`src/rtl/shift_seq_pkg.sv`:
```
// ============================================================================
//  Module      : shift_seq_pkg
//  Description : Shared op and state encodings for the multi-cycle shifter.
//  Revision    : 1.0 - initial release
// ============================================================================
`default_nettype none

package shift_seq_pkg;

    typedef enum logic [1:0] {
        OP_SLL = 2'b00,
        OP_SRL = 2'b01,
        OP_SRA = 2'b10,
        OP_RSV = 2'b11
    } op_e;

    typedef enum logic [1:0] {
        S_IDLE  = 2'd0,
        S_SHIFT = 2'd1,
        S_DONE  = 2'd2
    } state_e;

endpackage

`default_nettype wire

```
`src/rtl/shift_stage.sv`:
```
// ============================================================================
//  Module      : shift_stage
//  Description : One log-shifter stage: shifts by 2^k with op-selected fill.
//  Revision    : 1.0 - initial release
// ============================================================================
`default_nettype none

module shift_stage
    import shift_seq_pkg::*;
#(
    parameter int WIDTH = 32,
    parameter int SHW   = 5
) (
    input  logic [WIDTH-1:0] in,
    input  logic [SHW-1:0]   k,
    input  logic [1:0]       op,
    output logic [WIDTH-1:0] out
);

    logic [SHW:0] w_dist;

    assign w_dist = (SHW+1)'(1) << k;

    always_comb begin
        out = in;
        case (op)
            OP_SLL:  out = in << w_dist;
            OP_SRL:  out = in >> w_dist;
            OP_SRA:  out = $unsigned($signed(in) >>> w_dist);
            default: out = in;
        endcase
    end

endmodule

`default_nettype wire

```
`src/rtl/shift_seq.sv`:
```
// ============================================================================
//  Module      : shift_seq
//  Description : Multi-cycle SLL/SRL/SRA unit, one power-of-two stage per cycle.
//  Revision    : 1.0 - initial release
// ============================================================================
`default_nettype none

module shift_seq
    import shift_seq_pkg::*;
#(
    parameter int WIDTH = 32,
    parameter int SHW   = 5
) (
    input  logic             clk,
    input  logic             rst,
    input  logic             start,
    input  logic [1:0]       op,
    input  logic [WIDTH-1:0] a,
    input  logic [SHW-1:0]   shamt,
    input  logic             flush,
    output logic             busy,
    output logic             done,
    output logic [WIDTH-1:0] result
);

    state_e           r_state;
    state_e           w_state_next;
    logic [WIDTH-1:0] r_acc;
    logic [WIDTH-1:0] r_result;
    logic [1:0]       r_op;
    logic [SHW-1:0]   r_amt;
    logic [SHW-1:0]   r_k;

    logic [WIDTH-1:0] w_stage_out;
    logic [WIDTH-1:0] w_acc_next;
    logic [SHW-1:0]   w_rest;
    logic             w_accept;
    logic             w_bypass;
    logic             w_last;

    shift_stage #(
        .WIDTH (WIDTH),
        .SHW   (SHW)
    ) u_stage (
        .in  (r_acc),
        .k   (r_k),
        .op  (r_op),
        .out (w_stage_out)
    );

    assign w_accept   = (r_state != S_SHIFT) && start && !flush;
    assign w_bypass   = (shamt == '0) || (op == OP_RSV);
    // Bit 0 of the remaining amount selects this stage; nothing above it means this is the last one.
    assign w_rest     = r_amt >> r_k;
    assign w_last     = (w_rest[SHW-1:1] == '0);
    assign w_acc_next = w_rest[0] ? w_stage_out : r_acc;

    always_comb begin
        w_state_next = r_state;
        case (r_state)
            S_IDLE, S_DONE: begin
                if (w_accept)
                    w_state_next = w_bypass ? S_DONE : S_SHIFT;
                else
                    w_state_next = S_IDLE;
            end
            S_SHIFT: begin
                if (flush)
                    w_state_next = S_IDLE;
                else if (w_last)
                    w_state_next = S_DONE;
            end
            default: w_state_next = S_IDLE;
        endcase
    end

    always_ff @(posedge clk) begin
        if (rst)
            r_state <= S_IDLE;
        else
            r_state <= w_state_next;
    end

    always_ff @(posedge clk) begin
        if (rst) begin
            r_acc    <= '0;
            r_result <= '0;
            r_op     <= '0;
            r_amt    <= '0;
            r_k      <= '0;
        end else if (w_accept) begin
            r_acc <= a;
            r_op  <= op;
            r_amt <= shamt;
            r_k   <= '0;
            if (w_bypass)
                r_result <= a;
        end else if (r_state == S_SHIFT && !flush) begin
            r_acc <= w_acc_next;
            if (w_last)
                r_result <= w_acc_next;
            else
                r_k <= r_k + SHW'(1);
        end
    end

    assign busy   = (r_state == S_SHIFT);
    assign done   = (r_state == S_DONE);
    assign result = r_result;

endmodule

`default_nettype wire

```
`config.mk`:
```
export PLATFORM = sky130hd
export DESIGN_NAME = shift_seq
export DESIGN_NICKNAME = d
export VERILOG_FILES = /design/src/rtl/shift_seq_pkg.sv /design/src/rtl/shift_stage.sv /design/src/rtl/shift_seq.sv
export SDC_FILE = /design/constraint.sdc
export NUM_CORES = 1
export LEC_CHECK = 0
export BUFFER_PORTS_ARGS = -buffer_cell sky130_fd_sc_hd__buf_2
export CAP_MARGIN = 20
export CORE_MARGIN = 2
export CORE_UTILIZATION = 50
export CTS_BUF_LIST = sky130_fd_sc_hd__clkbuf_4
export CTS_CLUSTER_SIZE = 14
export DETAILED_ROUTE_END_ITERATION = 12
export PLACE_DENSITY = 0.7
export REMOVE_ABC_BUFFERS = 1
export SLEW_MARGIN = 20
export SYNTH_ARGS = -nofsm -noshare
export SYNTH_HDL_FRONTEND = slang
export SYNTH_SLANG_ARGS = --single-unit
```
`constraint.sdc`:
```
create_clock -name clk -period 4.61 [get_ports clk]
set_clock_uncertainty 0.15 [all_clocks]
set_input_delay 0.461 -clock clk [delete_from_list [all_inputs] [get_ports clk]]
set_output_delay 0.461 -clock clk [all_outputs]
set_load 0.02 [all_outputs]
```
Yosys cells after proc, flatten, opt, wreduce, memory -nomap -nowiden. Index checks and enable logic that the tools add are counted.

Register bits: 78. Latch bits: 0. Memory bits (writable): 0. Memory bits (read-only): 0. Output and inout port bits: 34. Logic and storage cells: 49. Memories: 0.

$add $sub $neg: 1. Multiply operators: 0. Div/mod/pow operators: 0. Order comparisons: 0. Eq/ne operators: 8. Shift operators: 5. Multiplexer cells: 13. Bitwise logic cells: 1. Reductions and logical operators: 15.

Operators by type and width (number): $mux 32 (7); $pmux 32 s3 (1); $shl 32x6->32 (1); $shr 32x6->32 (1); $sshr 32x6->32 (1); $mux 2 (4); $eq 2x2->1 const B (3); $shl 1x5->6 const A (1); $add 5x1->5 const B (1); $logic_not 5->1 (1); $shr 5x5->5 (1); $eq 2x1->1 const B (2); $logic_not 2->1 (2); $logic_not 4->1 (1); $ne 2x1->1 const B (2); $pmux 2 s2 (1); $reduce_bool 2->1 (2); $reduce_or 2->1 (2); $logic_and 1x1->1 (3); $ne 3x2->1 const B (1); $reduce_and 3->1 (1); $reduce_and 2->1 (1); $logic_not 1->1 (1); $logic_or 1x1->1 (1); $not 1->1 (1).

Logic depth before layout (Yosys ltp). Gate-level depths: netlist (run 1).

Depth after elaboration: 7. Depth in mapped cells: 12. Gate-level depth less buffers: 8.

Modules after synthesis. From an unflattened synthesis (run 1), not the netlist that was laid out.

Cell total of the unflattened synthesis: 1087. Area total of the unflattened synthesis: 7741.2 sq um.

By module, submodules not included: shift_stage (instances 1, cells an instance 640, area an instance 3985.1 sq um, seq. area each 0.0 sq um); shift_seq (instances 1, cells an instance 447, area an instance 3756.1 sq um, seq. area each 1561.5 sq um).

Worst setup path after synthesis (run 1). Ideal clock, no wire load.

Path kind: reg2reg. Start: reg r_k[1]. End: reg r_result[16] (netlist: result[16]). Setup time: 128 ps. Arrival: 2300 ps. Data required time: 4332 ps. Setup slack: 2032 ps. Stages on the path, launching flop included: 10. Clock period less this slack: 2578 ps. Cells stage by stage: dfxtp_1 -> buf_2 -> nor4_4 -> buf_6 -> mux4_2 -> nand2_1 -> a21oi_1 -> or4_1 -> a22oi_1 -> nor2_1.

Word-level cells in the longest chain between the ends: 7. Elaborated cells on any way between the ends: 13. Classes of those cells: 5 x shift; 5 x mux; 3 x reduce/logical.

Ends and longest elaborated chain: from (decl) (RTL line shift_seq.sv:32) `logic [SHW-1:0] r_k;`; from (signal assigned) (RTL line shift_seq.sv:103) `r_k <= r_k + SHW'(1);`; $shl 1x5->6 (RTL line shift_stage.sv:22) `assign w_dist = (SHW+1)'(1) << k;`; $sshr 32x6->32, or another cell as far along (RTL line shift_stage.sv:29) `OP_SRA: out = $unsigned($signed(in) >>> w_dist);`; $pmux 32 s3 (RTL line shift_stage.sv:26) `case (op)`; $mux 32 (RTL line shift_seq.sv:56) `assign w_acc_next = w_rest[0] ? w_stage_out : r_acc;`; $mux 32 (RTL line shift_seq.sv:100) `if (w_last)`; $mux 32 (RTL line shift_seq.sv:98) `end else if (r_state == S_SHIFT && !flush) begin`; $mux 32 (RTL line shift_seq.sv:91) `end else if (w_accept) begin`; to (signal assigned) (RTL line shift_seq.sv:101) `r_result <= w_acc_next;`; to (decl) (RTL line shift_seq.sv:29) `logic [WIDTH-1:0] r_result;`.

Parallel ways exist; a longest one is shown, timed or not. The select of a mux whose other input is x is not followed. A chain may end at the register's enable or synchronous reset.

Final worst setup path (run 1).
Start: reg r_k[1]. End: reg r_result[26] (netlist: result[26]).

Same word-level chain as after synthesis.

==> out/metrics.cfg, run 1 <==
[hold_path]
hp-start = flush
holdPathStages = 2
hold_path_class = in2reg
hold_path_end = r_state[1]

[sta]
fin_tns_setup_ns = 0
fmax_ghz = 0.279
fin_hold_ws_ns = 0.0614
finalHoldViolCount = 0
fin_crit_sh_pct = 77.8
slew-limit-headroom_pct = 36.4
worst_slack_ns = 1.02
slew_violations = 0
min_period_ns = 3.59
tightest_slew_ns = 0.952
rsz0062_at_grt = no
finalSetupViolations = 0

[finish]
final_cell_area_sq_um = 7660
fillers = 1409
final_cells = 1208
syn_to_final_growth_pct = 7.57
nNetsFinal = 1067
multi_input_area_sq_um = 5030
regArea_sq_um = 1560
final_cell_mix = nor2_1, nand2_1, o21ai_0
layout_commonest_cell = nor2_1
drive_gt1_share_pct = 17.4

[placed_design]
dpl_worst_slack_ns = 1.19
place_area_sq_um = 7500
dpl.hpwl_microns = 23100
dp.cells = 1192
io_buffers = 76
gp_congestion = 1.17

[floorplan]
initial_core_util_pct = 51.3
ios = 77
placementRows = 43
die_y_microns = 123
die_area_sq_um = 15200
die_w_microns = 123
core_area_sq_um = 13900

[worst_setup_path]
crit_top_cell = nand2b_1
reg2reg_to = result[26]
worstPathCellList = buf_4 -> nand2b_1 -> nand2b_1 -> nor2_1 -> nor3_1 -> a211oi_1 -> a2111oi_2 -> o21ai_0
path_buf_inv = 1
path_delay_family = simple AND/OR/NAND/NOR gates
worstPathRequired_ns = 4.80
r2r_setup_slack_ns = 1.02
crit_slowest_cell = dfxtp_1
cp-start-kind = register
critical_path.max_stage_delay_ns = 0.83
critPathKind = reg2reg
endpoint_kind = register
critPathArrivalTime_ns = 3.78
worstRegToRegCells = 8
cp_max_fo = 19
rr_startpoint = r_k[1]

[synth]
synth_edf_count = 0
synth-compound-area-share_pct = 34.1
netlist_top_cells_area = dfxtp_1, nor2_1, o21ai_0, nand2_1, a21oi_1
yosys.area.top_type_share_pct = 21.9
synth_top_family_by_area = compound AO/OA/AOI/OAI gates
synthMuxAreaShare_pct = 8.87
ys.flop_type = dfxtp_1
syn_area_sq_um = 7120
synth_cell_types = 81
synth-seq-cells = 78
yosysWarnings = 0
synthArstFlopShare_pct = 0
synthXorXnorAreaFrac_pct = 0.369
seq_area_frac_synth_pct = 21.9
synthAdderAreaFrac_pct = 0.176
yosys.area_share.simple_pct = 26.9
synthCells = 1019
synth_top_area_cell = dfxtp_1
syn_area_per_cell_sq_um = 6.99

[detailed_routing]
finalWirelength_microns = 34100
wl_per_cell_microns = 28.2
drc = 0
drt-pass1-iter-count = 6
drt_iter0_drc = 1510
via_per_inst = 7.35
vias = 8878
postRouteAntennaNets = 0

[clocking]
clk_pin_slew_ns = 0.13
cts_resized = 0
clockBufferDepth = 2
cts_tree = done
htree_levels = 3
clock_sinks = 78
post_cts.repair.setup_buffers = 0
tritoncts.num_buffers = 9
root_buffer = clkbuf_4
ctsHoldBuffers = 0
worstSkewPairLatency_ns = 0.49

[global_route]
grt_usage_pct = 44.7
grt_overflow = 0
grt_pass1_wl_microns = 50200
antenna_found_initial = 2
grt_max_degree = 52
grt_pass1_vias = 7970

[power_and_ir_drop]
ir_drop_mv = 0.150
p_leak_nw = 2.86
power_density_nw_per_um2 = 240

[run]
cap_violations = 0

[run_status]
run_status = completed

## worst register-to-register path, stage by stage (launching register included)
cell and delay (ns):
dfxtp_1 0.83, buf_4 0.37, nand2b_1 0.21, nand2b_1 0.59, nor2_1 0.19, nor3_1 0.24, a211oi_1 0.09, a2111oi_2 0.58
o21ai_0 0.20
## cell usage after synthesis (all sizes together) (4+ instances only)
library cell / number
a32o: 5
o211ai: 9
nand4: 4
nor3: 54
clkbuf: 83
mux2i: 26
nor2: 116
o31a: 4
or3: 5
nand3: 39
inv: 7
o2111ai: 5
o32a: 4
a22oi: 8
a311oi: 4
nand2: 107
or2: 5
a211oi: 31
nor4: 11
o21ai: 85
or4: 10
a221o: 5
a31oi: 20
o221ai: 6
mux4: 6
a21o: 4
o22ai: 12
a21oi: 78
buf: 35
a221oi: 10
a32oi: 4
o41ai: 5
nand2b: 13
and3: 15
mux2: 21
dfxtp: 78
o31ai: 8
a211o: 9
a2111oi: 10
o21bai: 4
nor2b: 8
## routing by layer
layer / routed length (microns) / track usage (%) / vias to the layer above
li1: - / - / 3857
met1: 13300 / 58.8 / 4109
met2: 13900 / 63.2 / 741
met3: 4650 / 13.8 / 171
met4: 2250 / 27.8 / 0
met5: 0 / 0 / -
## layout make-up
cell class | instances | share of cell area (%)
clock buffer | 11 | 1.08
timing repair buffer | 111 | 8.56
tap | 180 | 2.94
inverter | 7 | 0.343
clock inverter | 4 | 0.947
sequential | 78 | 20.4
multi-input combinational | 816 | 65.7
antenna | 1 | 0.0327
## flip-flops by register name, summed over array words and instances, names as in the netlist
name / flops
r_state: 2
result: 32
r_op: 2
r_acc: 32
r_k: 5
r_amt: 5
## logic make-up after synthesis
family	count (synthesis)
and+or+nand+nor	400
AOI/OAI and AO/OA	359
adders and majority gates	1
muxes	53
xor gates and xnor gates	3
DFF	78
buffers and inverters	125
## how the worst max path moves through the flow
stage / from / endpoint / slack [ns] / cells after the start
floorplan: r_k[0] / result[5] / -0.46 / 6
global placement: r_k[4] / result[18] / 1.12 / 5
detailed placement: r_k[1] / result[26] / 1.19 / 8
CTS: r_k[1] / result[26] / 1.15 / 8
global route: r_k[1] / result[26] / 0.88 / 7
finish: r_k[1] / result[26] / 1.02 / 8
## power breakdown
| group | internal (W) | switching [W] | total, W | leakage (nW) |
|---|---|---|---|---|
| registers | 0.000714 | 0.0000795 | 0.000794 | 0.637 |
| clock network | 0.000228 | 0.000270 | 0.000498 | 0.0829 |
| logic | 0.000186 | 0.000358 | 0.000544 | 2.14 |
| total | 0.00113 | 0.000707 | 0.00184 | 2.86 |
## metrics by stage
stage               total power (W)  utilization, %
finish                      0.00184            55.2
global route                0.00189            55.2
CTS                         0.00181            55.2
detailed placement          0.00132            54.1
global placement            0.00132            54.0
floorplan                   0.00109               -
No activity file was read; power rests on OpenSTA's default activity.
==> inputs of run 2 (changes only) <==
- ABC_AREA: not set -> 1
- clock period: 4.61 -> 3.61 ns (I/O delays scaled with it)
==> run 2 against run 1 <==
- power up 35%
- worst hold slack got worse by 0.049 ns
- synthesized cell count grew 35%
- first-iteration DRC count shrank 20%
- synthesized area grew 2.6%
- critical path depth rose by 5
- wire length down 15%
- die area is 2.5% higher
- critical endpoint is now r_acc[10]
- largest cell class unchanged
==> out/metrics.cfg, run 2 <==
[global_route]
grt_pass1_vias = 8347  ; was 7970
met2_usage_pct = 56.6  ; was 63.2%
grt_usage_pct = 36.7  ; was 44.7%
grt_max_degree = 69  ; was 52
top_usage_layer = met2  ; unchanged
grt_overflow = 0  ; unchanged
antenna_found_initial = 1  ; was 2
grt_pass1_wl_microns = 45600  ; was 50200 microns
grt_use_met1_pct = 50.3  ; was 58.8%
met3_usage_pct = 7.26  ; was 13.8%

[sta]
finalHoldViolCount = 0  ; unchanged
fin_tns_setup_ns = 0  ; unchanged
finalSetupViolations = 0  ; unchanged
slew-limit-headroom_pct = 48.1  ; was 36.4%
fin_crit_sh_pct = 85.9  ; was 77.8%
slew_violations = 0  ; unchanged
rsz0062_at_grt = no  ; unchanged
min_period_ns = 3.10  ; was 3.59 ns
fmax_ghz = 0.323  ; was 0.279 GHz
tightest_slew_ns = 0.778  ; was 0.952 ns

[worst_setup_path]
crit_slowest_cell = nor2_2  ; was dfxtp_1
critPathKind = reg2reg  ; unchanged
r2r_setup_slack_ns = 0.51  ; was 1.02 ns
critPathArrivalTime_ns = 3.37  ; was 3.78 ns
worstPathCellList = nor2_2 -> nand2_1 -> nor3_2 -> buf_4 -> nor2_4 -> inv_1 -> nor2_1 -> nor2_1 -> nand2_1 -> nand2_1 -> nand3_1 -> nand2_1 -> inv_1  ; was buf_4 -> nand2b_1 -> nand2b_1 -> nor2_1 -> nor3_1 -> a211oi_1 -> a2111oi_2 -> o21ai_0
path_buf_inv = 3  ; was 1
worstPathRequired_ns = 3.88  ; was 4.80 ns
cp-start-kind = register  ; unchanged
path_delay_family = simple AND/OR/NAND/NOR gates  ; unchanged
critical_path.max_stage_delay_ns = 0.43  ; was 0.83 ns
cp_max_fo = 28  ; was 19
crit_top_cell = nand2_1  ; was nand2b_1
endpoint_kind = register  ; unchanged

[run]
cap_violations = 0  ; unchanged

[synth]
yosysMostFrequentCell = nand2_1  ; was nor2_1
synth-seq-cells = 78  ; unchanged
synthArstFlopShare_pct = 0  ; unchanged
yosys.area.top_type_share_pct = 21.9  ; about the same
synthCells = 1378  ; was 1019
seq_area_frac_synth_pct = 21.4  ; was 21.9%
yosysWarnings = 0  ; unchanged
ys_top_cells_by_count = nand2_1, nand3_1, inv_1, nor2_1, a21oi_1  ; was nor2_1, nand2_1, clkbuf_1, o21ai_0
syn_area_per_cell_sq_um = 5.30  ; was 6.99 sq um
netlist_top_cells_area = nand2_1, dfxtp_1, nand3_1, inv_1, a21oi_1  ; was dfxtp_1, nor2_1, o21ai_0, nand2_1, a21oi_1
synth_edf_count = 0  ; unchanged
ys.flop_type = dfxtp_1  ; unchanged
synth_top_area_cell = nand2_1  ; was dfxtp_1
syn_area_sq_um = 7310  ; was 7120 sq um
synth_cell_types = 33  ; was 81

[clocking]
clk_pin_slew_ns = 0.16  ; was 0.13 ns
cts_resized = 0  ; unchanged
post_cts.repair.setup_buffers = 0  ; unchanged
tritoncts.num_buffers = 9  ; unchanged
root_buffer = clkbuf_4  ; unchanged
clockBufferDepth = 2  ; unchanged
ctsHoldBuffers = 6  ; was 0
cts_tree = done  ; unchanged
worstSkewPairLatency_ns = 0.50  ; was 0.49 ns
clock_sinks = 78  ; unchanged
htree_levels = 3  ; unchanged

[finish]
layout_commonest_cell = nand2_1  ; was nor2_1
final_cells = 1622  ; was 1208
syn_to_final_growth_pct = 11.0  ; was 7.57%
drive_gt1_share_pct = 11.1  ; was 17.4%
fillers = 1576  ; was 1409
nNetsFinal = 1475  ; was 1067
final_cell_mix = nand2_1, nand3_1, inv_1  ; was nor2_1, nand2_1, o21ai_0

[detailed_routing]
drc = 0  ; unchanged
via_per_inst = 5.80  ; was 7.35
postRouteAntennaNets = 0  ; unchanged
wl_per_cell_microns = 17.9  ; was 28.2 microns
finalWirelength_microns = 29100  ; was 34100 microns
drt_iter0_drc = 1212  ; was 1510
vias = 9415  ; was 8878
drt-pass1-iter-count = 8  ; was 6

[power_and_ir_drop]
total_power_w = 0.00248  ; was 0.00184 W
power_density_nw_per_um2 = 306  ; was 240 nW/um^2
p_leak_nw = 4.49  ; was 2.86 nW
ir_drop_mv = 0.213  ; was 0.150 mV

[floorplan]
die_area_sq_um = 15600  ; was 15200 sq um
initial_core_util_pct = 50.7  ; was 51.3%
die_y_microns = 125  ; was 123 microns
ios = 77  ; unchanged
core_area_sq_um = 14400  ; was 13900 sq um
placementRows = 44  ; was 43
die_w_microns = 125  ; was 123 microns

[run_status]
run_status = completed  ; unchanged

[placed_design]
io_buffers = 76  ; unchanged
dp.cells = 1598  ; was 1192
dpl.hpwl_microns = 21000  ; was 23100 microns
gp_congestion = 1.10  ; was 1.17

[hold_path]
hold_path_class = in2reg  ; unchanged

-- run 2: changes by cell type after synthesis, sizes merged, moves of 18 or more --
cell    previous run  this run
nand2            107       427
mux2i             26         0
a31oi             20         2
a211oi            31         1
mux2              21         0
nor3              54         2
nand4              4        24
nand3             39       297
clkbuf            83        41
inv                7       164
-- run 2: stage by stage --
stage / hold slack [ns] / area (sq um) / utilization, % / worst slack [ns]
after global placement: 0.349 / 7920 / 54.9 / 0.672
after global routing: 0.0219 / 8110 / 56.2 / 0.340
after CTS: 0.00621 / 8100 / 56.2 / 0.611
after detailed placement: 0.349 / 7920 / 54.9 / 0.625
after floorplan: 0.280 / 6950 / - / -1.05
final: 0.0123 / 8110 / 56.2 / 0.510
-- run 2: area by class of cell --
cell class	count	area [sq um]	share of cell area (%)
Sequential cell	78	1560	19.3
Clock buffer	9	67.6	0.833
Tap cell	184	230	2.84
Inverter	164	616	7.59
Multi-Input combinational cell	1059	4790	59.1
Timing Repair Buffer	119	781	9.63
Clock inverter	7	55.1	0.679
Antenna cell	2	5.00	0.0617
-- run 2: report_power, final --
part           switching, W  total (W)  internal (W)
clock network      0.000390   0.000541      0.000151
registers         0.0000374   0.000968      0.000931
logic              0.000661   0.000970      0.000309
total               0.00109    0.00248       0.00139
-- run 2: final timing paths --
kind,startpoint,endpoint,cells after the start
hold / removal,a[0],r_acc[0],5
setup / recovery,r_k[4],r_acc[10],13
hold reg to reg,r_amt[2],r_amt[2],2
setup reg to reg,r_k[4],r_acc[10],13
-- run 2: routing by layer --
metal  share of wire, %  vias to the layer above  routed length (microns)
li1                   -                     4596                        -
met2                 44                      519                    12700
met5                  0                        -                        0
met1                 43                     4199                    12400
met3                9.7                      101                     2810
met4                3.8                        0                     1120
-- run 2: tightest hold or removal path, delay by kind of cell --
family	cells	cell delay (ns)
simple gates	3	0.18
buf+inv	2	0.11
-- run 2: logic make-up after synthesis --
logic type               Yosys count  share of synthesized area [%]
AND/OR/NAND/NOR                  873                           51.8
AO/OA/AOI/OAI                    185                           13.4
flip-flops                        78                           21.4
buffers and inverters            241                           13.3
adder cells (fa/ha/maj)            1                          0.171
